## src/rtl/bkm_exp_seq_pkg.sv

```systemverilog
// rtl/bkm_exp_seq_pkg.sv - shared FSM encoding and ln(1+2^-k) table generator for the BKM exp unit
package bkm_exp_seq_pkg;

   typedef enum logic [1:0] {
      BKM_EXP_IDLE = 2'd0,
      BKM_EXP_RUN  = 2'd1,
      BKM_EXP_DONE = 2'd2
   } bkm_state_e;

   localparam int LN_GUARD = 64;

   // ln(1+y) = 2*atanh(z) with z = 1/(2^(k+1)+1); every series term is a pure division
   function automatic logic [31:0] bkm_ln_const(input int k, input int frac);
      logic [127:0] d;
      logic [127:0] p;
      logic [127:0] acc;
      d   = (128'd1 << (k + 1)) + 128'd1;
      p   = (128'd1 << LN_GUARD) / d;
      acc = '0;
      for (int i = 0; i < LN_GUARD; i++) begin
         acc = acc + p / 128'(2 * i + 1);
         p   = p / (d * d);
      end
      acc = (acc << 1) + (128'd1 << (LN_GUARD - frac - 1));
      return 32'(acc >> (LN_GUARD - frac));
   endfunction

   function automatic logic [31:0] bkm_ln_sum(input int n_iter, input int frac);
      logic [31:0] s;
      s = '0;
      for (int k = 0; k < n_iter; k++) begin
         s = s + bkm_ln_const(k, frac);
      end
      return s;
   endfunction

endpackage

```

## src/rtl/bkm_exp_seq_if.sv

```systemverilog
// rtl/bkm_exp_seq_if.sv - argument/result handshake bundle of the BKM exp unit
interface bkm_exp_seq_if #(
   parameter int W = 21
);
   logic         in_valid;
   logic         in_ready;
   logic [W-1:0] in;
   logic         out_valid;
   logic         out_ready;
   logic [W-1:0] out;
   logic         range_err;

   modport master (
      output in_valid, in, out_ready,
      input  in_ready, out_valid, out, range_err
   );

   modport slave (
      input  in_valid, in, out_ready,
      output in_ready, out_valid, out, range_err
   );
endinterface

```

## src/rtl/bkm_ln_rom.sv

```systemverilog
// rtl/bkm_ln_rom.sv - combinational k -> round(ln(1+2^-k) * 2^FRAC), zero beyond N_ITER-1
module bkm_ln_rom
   import bkm_exp_seq_pkg::*;
#(
   parameter int W      = 21,
   parameter int FRAC   = 16,
   parameter int N_ITER = 17,
   parameter int LOG2N  = 6
) (
   input  logic [LOG2N-1:0] k,
   output logic [W-1:0]     l_k
);
   logic [W-1:0] tbl [2**LOG2N];

   for (genvar g = 0; g < 2**LOG2N; g++) begin : g_tbl
      if (g < N_ITER) begin : g_ent
         assign tbl[g] = W'(bkm_ln_const(g, FRAC));
      end else begin : g_zero
         assign tbl[g] = '0;
      end
   end

   assign l_k = tbl[k];
endmodule

```

## src/rtl/div_by_2_n.sv

```systemverilog
// rtl/div_by_2_n.sv - arithmetic right shift scaler, out = in * 2^-n (truncating)
module div_by_2_n #(
   parameter int W     = 21,
   parameter int LOG2W = 5
) (
   input  logic [LOG2W-1:0] n,
   input  logic [W-1:0]     in,
   output logic [W-1:0]     out
);
   assign out = $signed(in) >>> n;
endmodule

```

## src/rtl/bkm_exp_seq.sv

```systemverilog
// rtl/bkm_exp_seq.sv - sequential BKM E-mode exp(l), one shift-and-add iteration per clock
module bkm_exp_seq
   import bkm_exp_seq_pkg::*;
#(
   parameter int W      = 21,
   parameter int FRAC   = 16,
   parameter int LOG2W  = 5,
   parameter int LOG2N  = 6,
   parameter int N_ITER = 17
) (
   input  logic         clk,
   input  logic         arst,
   bkm_exp_seq_if.slave bus,
   output logic         busy
);
   localparam logic [W-1:0]     ONE    = W'(1) << FRAC;
   localparam logic [W-1:0]     LMAX   = W'(bkm_ln_sum(N_ITER, FRAC));
   localparam logic [LOG2N-1:0] K_LAST = LOG2N'(N_ITER - 1);

   bkm_state_e       state_q, state_d;
   logic [W-1:0]     x_q, x_d;
   logic [W-1:0]     l_q, l_d;
   logic [LOG2N-1:0] k_q, k_d;
   logic             err_q, err_d;

   logic [W-1:0]     l_k;
   logic [W-1:0]     x_shift;
   logic [W-1:0]     t;
   logic             take;
   logic             in_range;

   bkm_ln_rom #(
      .W      (W),
      .FRAC   (FRAC),
      .N_ITER (N_ITER),
      .LOG2N  (LOG2N)
   ) u_rom (
      .k   (k_q),
      .l_k (l_k)
   );

   div_by_2_n #(
      .W     (W),
      .LOG2W (LOG2W)
   ) u_scale (
      .n   (k_q[LOG2W-1:0]),
      .in  (x_q),
      .out (x_shift)
   );

   assign t        = l_q - l_k;
   assign take     = ~t[W-1];
   assign in_range = ~bus.in[W-1] && (bus.in <= LMAX);

   always_ff @(posedge clk or posedge arst) begin
      if (arst) begin
         state_q <= BKM_EXP_IDLE;
         x_q     <= '0;
         l_q     <= '0;
         k_q     <= '0;
         err_q   <= 1'b0;
      end else begin
         state_q <= state_d;
         x_q     <= x_d;
         l_q     <= l_d;
         k_q     <= k_d;
         err_q   <= err_d;
      end
   end

   always_comb begin
      state_d = state_q;
      case (state_q)
         BKM_EXP_IDLE: if (bus.in_valid) state_d = in_range ? BKM_EXP_RUN : BKM_EXP_DONE;
         BKM_EXP_RUN:  if (k_q == K_LAST) state_d = BKM_EXP_DONE;
         BKM_EXP_DONE: if (bus.out_ready) state_d = BKM_EXP_IDLE;
         default:      state_d = BKM_EXP_IDLE;
      endcase
   end

   // Out-of-domain arguments skip RUN and report a zero result with range_err set
   always_comb begin
      x_d   = x_q;
      l_d   = l_q;
      k_d   = k_q;
      err_d = err_q;
      case (state_q)
         BKM_EXP_IDLE: begin
            if (bus.in_valid) begin
               if (in_range) begin
                  x_d   = ONE;
                  l_d   = bus.in;
                  k_d   = '0;
                  err_d = 1'b0;
               end else begin
                  x_d   = '0;
                  err_d = 1'b1;
               end
            end
         end
         BKM_EXP_RUN: begin
            if (take) begin
               l_d = t;
               x_d = x_q + x_shift;
            end
            k_d = k_q + 1'b1;
         end
         default: ;
      endcase
   end

   always_comb begin
      bus.in_ready  = (state_q == BKM_EXP_IDLE);
      bus.out_valid = (state_q == BKM_EXP_DONE);
      busy          = (state_q == BKM_EXP_RUN);
      bus.out       = x_q;
      bus.range_err = err_q;
   end
endmodule

```

## src/flat_wrapper.sv

```systemverilog
// flat-port wrapper written by rule: the top's interface ports become plain ports
module bkm_exp_seq_flat import bkm_exp_seq_pkg::*;
#(
   parameter int W      = 21,
   parameter int FRAC   = 16,
   parameter int LOG2W  = 5,
   parameter int LOG2N  = 6,
   parameter int N_ITER = 17
)
  (clk, arst, busy, bus_in_valid, bus_in, bus_out_ready, bus_in_ready, bus_out_valid, bus_out, bus_range_err);
  bkm_exp_seq_if #(.W(W)) bus_i ();
  input  logic clk;
  input  logic arst;
  output logic busy;
  input wire logic [$bits(bus_i.in_valid)-1:0] bus_in_valid;
  input wire logic [$bits(bus_i.in)-1:0] bus_in;
  input wire logic [$bits(bus_i.out_ready)-1:0] bus_out_ready;
  output wire logic [$bits(bus_i.in_ready)-1:0] bus_in_ready;
  output wire logic [$bits(bus_i.out_valid)-1:0] bus_out_valid;
  output wire logic [$bits(bus_i.out)-1:0] bus_out;
  output wire logic [$bits(bus_i.range_err)-1:0] bus_range_err;
  assign bus_i.in_valid = bus_in_valid;
  assign bus_i.in = bus_in;
  assign bus_i.out_ready = bus_out_ready;
  assign bus_in_ready = bus_i.in_ready;
  assign bus_out_valid = bus_i.out_valid;
  assign bus_out = bus_i.out;
  assign bus_range_err = bus_i.range_err;
  bkm_exp_seq #(.W(W), .FRAC(FRAC), .LOG2W(LOG2W), .LOG2N(LOG2N), .N_ITER(N_ITER)) u_core (.clk(clk), .arst(arst), .bus(bus_i), .busy(busy));
endmodule
```

## config.mk

```make
export PLATFORM = sky130hd
export DESIGN_NAME = bkm_exp_seq_flat
export DESIGN_NICKNAME = d
export VERILOG_FILES = /design/src/rtl/bkm_exp_seq_pkg.sv /design/src/rtl/bkm_exp_seq_if.sv /design/src/rtl/bkm_ln_rom.sv /design/src/rtl/div_by_2_n.sv /design/src/rtl/bkm_exp_seq.sv /design/src/flat_wrapper.sv
export SDC_FILE = /design/constraint.sdc
export NUM_CORES = 1
export LEC_CHECK = 0
export ABC_AREA = 1
export CAP_MARGIN = 25
export CORE_MARGIN = 5
export CORE_UTILIZATION = 41
export CTS_BUF_LIST = sky130_fd_sc_hd__clkbuf_8
export DETAILED_ROUTE_END_ITERATION = 8
export SETUP_SLACK_MARGIN = 0.5
export SLEW_MARGIN = 5
export SYNTH_ARGS = -nofsm -noshare
export SYNTH_HDL_FRONTEND = slang
export SYNTH_SLANG_ARGS = --single-unit
```

## constraint.sdc

```tcl
create_clock -name clk -period 4.5 [get_ports clk]
set_clock_uncertainty 0.1 [all_clocks]
set_input_delay 0.675 -clock clk [delete_from_list [all_inputs] [get_ports clk]]
set_output_delay 0.675 -clock clk [all_outputs]
set_load 0.01 [all_outputs]
```

==> flow_summary.ini, run 1 <==
[run_status]
run_status = complete, no violations

[cts]
cts_resized = 0
post_cts_buffers = 0
cts.hold.buffers_added = 0
cts_tree = yes
htreeDepth = 2
clk_pin_slew_worst_paths_ns = 0.12
root_buffer = clkbuf_8
cts_buffers = 5
clock_latency_ns = 0.33
clock-sinks = 51
cts_buffer_depth = 2

[routing]
via_per_inst = 5.41
drc_errors = 0
final_antenna_net_count = 0
wl_per_cell_um = 15.8
first_iter_violations = 754
drtPass1Iterations = 6
dr_total_vias = 6564
wl_mm = 19.1

[logic_synthesis]
synth_area_um2 = 5980
synth.area.top_cells = nand2_1, dfrtp_1, ha_1
synthCells = 993
synth_common_cells = nand2_1, inv_1, o21ai_0
synth.most_common_cell = nand2_1
synthesis.nets = 1065
synth_edf_count = 0
yosysSeqAreaShare_pct = 21.3
synth_top_cell_area_share_pct = 23.0
ys_types = 48
synth.avg_cell_area_um2 = 6.02
synth_seq_cells = 51
synth_ff_type = dfrtp_1
async_flop_share_pct = 100
yosys_warnings = 0
synth_top_cell_by_area = nand2_1

[global_route]
grt.total_usage_pct = 22.7
grt_pass1_vias = 5712
antenna_found_initial = 0
grt_first_pass_wirelength_mm = 30.8
grt_overflow = 0
grt_max_degree = 36

[timing]
slew_headroom_pct = 55.2
finalHoldViolCount = 0
tightest_slew_ns = 0.670
tns_ns = 0
fmax_mhz = 272
slew_viol_final = 0
rsz0062_at_grt = false
setup_viol = 0
fin_crit_ns = 3.67
period_share_pct = 81.6

[pwr]
pwr-share-seq_pct = 17.2
comb_power_share_pct = 75.3
power.internal_w = 0.00172
power.share.clock_pct = 7.6
sw_frac_of_total_pct = 58.6
switching_power_w = 0.00242
design_power_total_w = 0.00414
power_density_nw_per_um2 = 616
peakVddDrop_mv = 0.226
leakagePower_nw = 3.29

[worst_setup_path]
cp-start-kind = flop
cp.required_ns = 4.62
critPathMaxFanout = 35
cp_data_arrival_time_ns = 3.79
cp-end-kind = flop
path_class = reg -> reg

[floorplan]
rows = 44
core_um2 = 14400
fp.dieArea_um2 = 17100
initial_core_util_pct = 41.5
io_pins = 50
die_w_um = 131
fp.dieH_um = 131

[final_layout]
synthToLayoutAreaGrowth_pct = 12.3
final_util_pct = 46.6
seqCellArea_um2 = 1280
final_nets = 1100
drive_above_1_share_pct = 5.54
nFillCells = 1552
multi_input_area_um2 = 4190
diodes = 0

[flow_run]
drv_cap = 0

[place]
port_buffers = 49
dpl.hpwl_mm = 15.3
place_congestion = 0.923

[min_path]
hp-class = reg -> reg
power groups by stage:
stage	clock network, W	logic, W	registers (W)
floorplan	0	0.00237	0.000649
global placement	0	0.00307	0.000710
detailed placement	0	0.00304	0.000709
CTS	0.000321	0.00306	0.000700
global route	0.000342	0.00349	0.000726
finish	0.000314	0.00312	0.000711
layout make-up:
type	count	area share [%]
Multi-Input combinational cell	817	62.3
Sequential cell	51	19.0
Timing Repair Buffer	57	8.20
Inverter	96	5.53
Tap cell	184	3.43
Clock buffer	5	1.02
Clock inverter	3	0.503
worst paths after layout:
kind / from / slack (ns) / to / depth (start not counted)
worst min-delay path: u_core.l_q[14] / 0.41 / u_core.l_q[14] / 2
worst max-delay path: u_core.k_q[3] / 0.83 / u_core.bus.out[15] / 17
min in group asynchronous: arst / 0.56 / u_core.l_q[19] / 2
max in group asynchronous: arst / 2.91 / u_core.k_q[0] / 3
worst max register to register: u_core.k_q[3] / 0.83 / u_core.bus.out[15] / 17
worst min register to register: u_core.l_q[14] / 0.41 / u_core.l_q[14] / 2
critical path, stage by stage, from the launching register on:
cell,delay [ns]
dfrtp_1,0.66
clkinv_1,0.38
o21ai_0,0.21
inv_1,0.09
nand3_1,0.10
nand2_1,0.07
ha_1,0.22
fa_1,0.41
inv_1,0.10
nand3_1,0.07
nand3_1,0.18
nand3b_1,0.13
nand4_1,0.16
nand3_4,0.15
nand2_8,0.24
inv_2,0.13
nand2_1,0.09
nand2_1,0.05
registers in the layout (all words and copies together), names as in the netlist:
name                  cells
u_core.l_q               21
u_core.bus.range_err      1
u_core.k_q                6
u_core.state_q            2
u_core.bus.out           21
cells in the final DEF (no fill, tap or decap), drive strengths merged, types with 2 or more instances in the layout:
| master | netlist | final |
|---|---|---|
| o21ai | 106 | 106 |
| o211ai | 12 | 12 |
| nand2 | 376 | 376 |
| nand3 | 53 | 53 |
| a21o | 2 | 2 |
| nand4 | 9 | 9 |
| a21boi | 3 | 3 |
| and2 | 3 | 3 |
| a21oi | 61 | 61 |
| clkinv | 1 | 2 |
| o221ai | 2 | 2 |
| o21bai | 5 | 5 |
| xor2 | 5 | 5 |
| clkdlybuf4s50 | 0 | 49 |
| dfrtp | 51 | 51 |
| clkbuf | 17 | 5 |
| mux2i | 2 | 2 |
| fa | 2 | 2 |
| a31oi | 4 | 4 |
| or2 | 8 | 8 |
| o22ai | 8 | 8 |
| nor3 | 8 | 8 |
| nand3b | 8 | 8 |
| nor2 | 86 | 86 |
| o2111ai | 2 | 2 |
| buf | 12 | 8 |
| ha | 45 | 45 |
| inv | 95 | 96 |
metrics by stage:
step / area (um^2) / instances / hold slack, ns / setup slack [ns]
final: 6720 / 1213 / 0.412 / 0.830
after global routing: 6720 / 1213 / 0.424 / 0.518
after CTS: 6700 / 1213 / 0.410 / 0.698
after detailed placement: 6600 / 1205 / 0.381 / 0.740
after global placement: 6600 / 1205 / 0.374 / 0.857
after floorplan: 5980 / 993 / 0.355 / 1.23
metal layers:
layer	global-route usage (%)	routed length, um	vias to the layer above
met4	3.09	123	0
met1	38.3	10100	3003
met5	0	0	-
met2	30.8	7630	217
met3	2.89	1290	10
li1	-	-	3334
cell families after synthesis:
kind of cell               Yosys count  share of synthesized area (%)
muxes                                2                          0.335
AOI/OAI and AO/OA                  208                           19.7
and+or+nand+nor                    554                           38.7
xor gates and xnor gates             6                          0.879
buffers and inverters              125                           8.95
DFF                                 51                           21.3
adders and majority gates           47                           10.1
Note: power is estimated with default switching activity, not from simulation.
==> inputs of run 2 (changes only) <==
Clock period 4.5 ns to 3.4 ns, I/O delays scaled along.
==> run 2 against run 1 <==
  * Via count rose by 6.7%
  * Design area grew 24%
  * Fmax is 18% higher
  * Combinational power up 84%
  * Global-route usage up 2.6 points
  * Power up 71%
  * Sequential power rose by 32%
  * Clock power rose by 25%
==> flow_summary.ini, run 2 (same netlist as run 1, synthesis figures left out) <==
[routing]
drc_errors = 0
first_iter_violations = 651
final_antenna_net_count = 0
via_per_inst = 5.42
wl_mm = 21.5
dr_total_vias = 7005
wl_per_cell_um = 16.6
drtPass1Iterations = 5

[final_layout]
diodes = 0
mostFrequentLayoutCell = nand2_1
synthToLayoutAreaGrowth_pct = 39.5
seqCellArea_um2 = 1280
instances_no_fill = 1292
final_cell_mix = nand2_1, inv_1, nor2_1
final_nets = 1179
nFillCells = 1372
multi_input_area_um2 = 5030
drive_above_1_share_pct = 27.8

[timing]
setup_viol = 0
slew_viol_final = 0
rsz0062_at_grt = true
tns_ns = 0
slew_headroom_pct = 57.7
tightest_slew_ns = 0.632
fmax_mhz = 321
finalHoldViolCount = 0
fin_crit_ns = 3.11
period_share_pct = 91.6

[worst_setup_path]
reg2reg_slack_ns = 0.29
reg2reg_depth = 19
cp-start-kind = flop
worst-path-buf-inv = 5
critPathMostFrequentCell = nand3_2
critPathTopFamily = simple AND/OR/NAND/NOR gates
cp_data_arrival_time_ns = 3.25
slowest_stage = dfrtp_2
path_class = reg -> reg
path_cells = buf_12, buf_8, ha_4, ha_4, o211ai_1, a21oi_2, fa_2, inv_2, nand3_2, nand3_2, nand3b_1, nand3_2, nand2_2, nand3_4, buf_6, nand2_8, buf_12, nand2_1, o21ai_1
cp.required_ns = 3.54
cp-end-kind = flop
r2r_start = u_core.k_q[0]
cpPeakStageDelay_ns = 0.45
critPathMaxFanout = 4
worstReg2RegEnd = u_core.l_q[9]

[global_route]
antenna_found_initial = 0
grt_pass1_vias = 6266
grt_max_degree = 52
grt_first_pass_wirelength_mm = 33.7
grt.total_usage_pct = 25.3
grt_overflow = 0

[cts]
htreeDepth = 2
clk_pin_slew_worst_paths_ns = 0.11
clock-sinks = 51
cts_buffer_depth = 2
root_buffer = clkbuf_8
cts_buffers = 5
cts_tree = yes
cts.hold.buffers_added = 0
clock_latency_ns = 0.35

[place]
placed_cells = 1238
port_buffers = 49
place_congestion = 0.939
dpl.hpwl_mm = 15.4

[floorplan]
core_um2 = 14400
io_pins = 50
rows = 44
die_w_um = 131
fp.dieArea_um2 = 17100
initial_core_util_pct = 41.5
fp.dieH_um = 131

[flow_run]
drv_cap = 0

[pwr]
peakVddDrop_mv = 0.390
design_power_total_w = 0.00706
power_density_nw_per_um2 = 847
leakagePower_nw = 3.97

[min_path]
hold-path-endpoint = u_core.l_q[9]
holdCritStartpoint = u_core.l_q[9]
hp-class = reg -> reg
min_path_cells = 2

[run_status]
run_status = complete, no violations
[run 2: cell count changes in the layout (fill, tap and decap cells not counted), moves of 18 or more]
| cell | delta |
|---|---|
| nand2_4 | +18 |
| nand2_2 | +52 |
| o21ai_1 | +21 |
| buf_4 | +53 |
| a21oi_1 | -18 |
| o21ai_2 | +20 |
| nand2_1 | -69 |
| o21ai_0 | -43 |
[run 2: stage by stage]
step | worst slack [ns] | hold WS, ns | area [um^2] | util, %
CTS | 0.405 | 0.409 | 7850 | 54.4
finish | 0.286 | 0.418 | 8340 | 57.9
global placement | 0.0836 | 0.377 | 6910 | 47.9
global route | 0.164 | 0.438 | 8340 | 57.9
detailed placement | 0.0540 | 0.380 | 6910 | 47.9
floorplan | 0.502 | 0.355 | 6060 | -
[run 2: report_power, final]
part | internal (W) | switching [W]
combinational | 0.00231 | 0.00342
sequential | 0.000761 | 0.000181
clock | 0.000142 | 0.000252
total | 0.00321 | 0.00385
[run 2: layer usage]
metal	track usage (%)	up-vias	share of wire (%)
li1	-	3512	-
met1	39.5	3192	49
met2	36.5	277	42
met3	4.67	24	7.8
met4	4.23	0	1.3
met5	0	-	0
[run 2: worst max-delay path by stage]
stage / startpoint / cells past startpoint / to / slack [ns]
after detailed placement: u_core.k_q[0] / 21 / u_core.bus.out[16] / 0.05
after global placement: u_core.k_q[0] / 21 / u_core.bus.out[16] / 0.08
final: u_core.k_q[0] / 19 / u_core.l_q[9] / 0.29
after CTS: u_core.k_q[0] / 20 / u_core.l_q[2] / 0.40
after global routing: u_core.k_q[0] / 18 / u_core.bus.out[18] / 0.16
after floorplan: u_core.k_q[0] / 21 / u_core.l_q[3] / 0.50
[run 2: what timing repair did]
action | 4_1_cts | 5_1_grt
gates cloned | 5 | 0
pin swaps | 60 | 72
gates resized for setup | 164 | 116
buffers inserted | 29 | 12
endpoints found under the setup margin | 42 | 42
[run 2: cell type report]
class                      instances  area share [%]
clock buffer                       5           0.825
tap                              184            2.76
sequential                        51            15.4
inverter                          96            4.71
timing repair buffer             133            15.8
timing repair inverter             1          0.0750
clock inverter                     3           0.180
multi-input combinational        819            60.3
[run 2: worst min-delay path: cells and delay by family, from the launching register on]
kind	cells	cell delay (ns)
DFF	1	0.37
and+or+nand+nor	1	0.06
AOI/OAI and AO/OA	1	0.06
==> inputs of run 3 (changes only) <==
Clock period 3.4 ns to 2.9 ns, I/O delays scaled along.
==> run 3 against run 2 <==
  * The run now ends with negative setup slack left
  * Utilization up 5.7 points
  * Via count up 5.9%
  * Sequential cell count unchanged
  * Clock power up 65%
  * Critical path type unchanged
  * Setup slack worse by 0.58 ns
  * Design area up 9.8%
==> flow_summary.ini, run 3 (same netlist as run 1, synthesis figures left out) <==
[floorplan]
core_um2 = 14400
initial_core_util_pct = 41.5
io_pins = 50
rows = 44
fp.dieH_um = 131
fp.dieArea_um2 = 17100
die_w_um = 131

[place]
dpl.hpwl_mm = 16.8
place_area_um2 = 7930
place_congestion = 0.973
dp_slack_ns = -0.349
port_buffers = 49

[final_layout]
final_nets = 1290
multi_input_area_um2 = 4900
fin_area_um2 = 9160
final_cell_mix = nand2_1, buf_4, inv_1
mostFrequentLayoutCell = nand2_1
synthToLayoutAreaGrowth_pct = 53.2
drive_above_1_share_pct = 33.0
diodes = 0
nFillCells = 1320
seqCellArea_um2 = 1280

[cts]
root_buffer = clkbuf_8
cts_buffers = 5
clock-sinks = 51
clk_pin_slew_worst_paths_ns = 0.11
cts_tree = yes
cts.hold.buffers_added = 0
cts_buffer_depth = 2
htreeDepth = 2
clock_latency_ns = 0.35

[timing]
finalHoldViolCount = 0
period_share_pct = 110
slew_headroom_pct = 57.4
fmax_mhz = 313
fin_crit_ns = 3.20
tns_ns = -11.22
setup_ws_ns = -0.299
rsz0062_at_grt = true
whs_ns = 0.386
tightest_slew_ns = 0.639
setup_viol = 42
slew_viol_final = 0

[min_path]
hp-class = in -> async

[global_route]
grt_pass1_vias = 6605
antenna_found_initial = 0
grt_max_degree = 33
grt.total_usage_pct = 25.1
grt_overflow = 0
grt_first_pass_wirelength_mm = 33.7

[pwr]
design_power_total_w = 0.00936
leakagePower_nw = 4.52
peakVddDrop_mv = 0.436
power_density_nw_per_um2 = 1020

[worst_setup_path]
cp-end-kind = flop
critPathMostFrequentCell = nand2_1
critPathMaxFanout = 7
path_cells = buf_6, buf_12, buf_16, ha_4, buf_4, buf_4, inv_1, nand2_1, ha_1, nand4_1, nor2_1, nand3b_1, nand3_1, nand2_2, nand3_4, nand2_8, clkbuf_16, nand2_1, nand2_1
cp.required_ns = 3.06
cp_data_arrival_time_ns = 3.35
path_class = reg -> reg
slowest_stage = dfrtp_2
cp-start-kind = flop
cpPeakStageDelay_ns = 0.46

[routing]
wl_mm = 22.8
via_per_inst = 5.29
wl_per_cell_um = 16.2
dr_total_vias = 7421
final_antenna_net_count = 0
first_iter_violations = 735
drc_errors = 0
drtPass1Iterations = 5

[run_status]
run_status = finished, violations left
violations = negative setup slack

[flow_run]
drv_cap = 0
-- run 3: path summary, 6_finish.rpt --
check | from | endpoint | slack, ns | cells after the start
setup / recovery | u_core.k_q[0] | u_core.bus.out[19] | -0.30 | 19
hold / removal | arst | u_core.bus.out[17] | 0.39 | 2
setup reg to reg | u_core.k_q[0] | u_core.bus.out[19] | -0.30 | 19
hold reg to reg | u_core.l_q[11] | u_core.l_q[11] | 0.41 | 2
max in group asynchronous | arst | u_core.k_q[2] | 1.72 | 3
min in group clk | u_core.l_q[11] | u_core.l_q[11] | 0.41 | 2
-- run 3: where the power goes --
part / internal [W] / switching [W] / total (W) / leakage, nW
registers: 0.000889 / 0.000206 / 0.00109 / 0.667
clock network: 0.000345 / 0.000306 / 0.000651 / 0.0644
logic: 0.00349 / 0.00413 / 0.00762 / 3.79
-- run 3: critical path: cells and delay by family (launching register included) --
kind,cells,cell delay (ns)
simple gates,10,1.14
buf+inv,7,0.91
fa+ha+maj,2,0.47
flops,1,0.46
-- run 3: layout make-up --
type	count	area share [%]
Timing Repair Buffer	245	24.1
Clock buffer	5	0.751
Multi-Input combinational cell	817	53.5
Timing Repair inverter	2	0.246
Sequential cell	51	14.0
Inverter	96	4.23
Tap cell	184	2.51
Clock inverter	3	0.737
-- run 3: metrics by stage --
stage / utilization, % / instances
after global routing: 63.5 / 1403
after detailed placement: 55.0 / 1365
final: 63.5 / 1403
after floorplan: - / 993
after global placement: 55.0 / 1365
after CTS: 57.8 / 1384
-- run 3: metal layers --
| layer | global-route usage, % | vias up | wire length, um |
|---|---|---|---|
| met5 | 0 | - | 0 |
| met4 | 6.05 | 0 | 331 |
| met3 | 5.65 | 31 | 1880 |
| met2 | 35.8 | 292 | 9540 |
| met1 | 38.2 | 3363 | 11000 |
| li1 | - | 3735 | - |
-- run 3: repair_timing --
item	in CTS	in global routing
cloned	2	6
pin swaps	10	76
endpoints found under the setup margin	42	42
gates resized for setup	40	191
buffers inserted	9	13
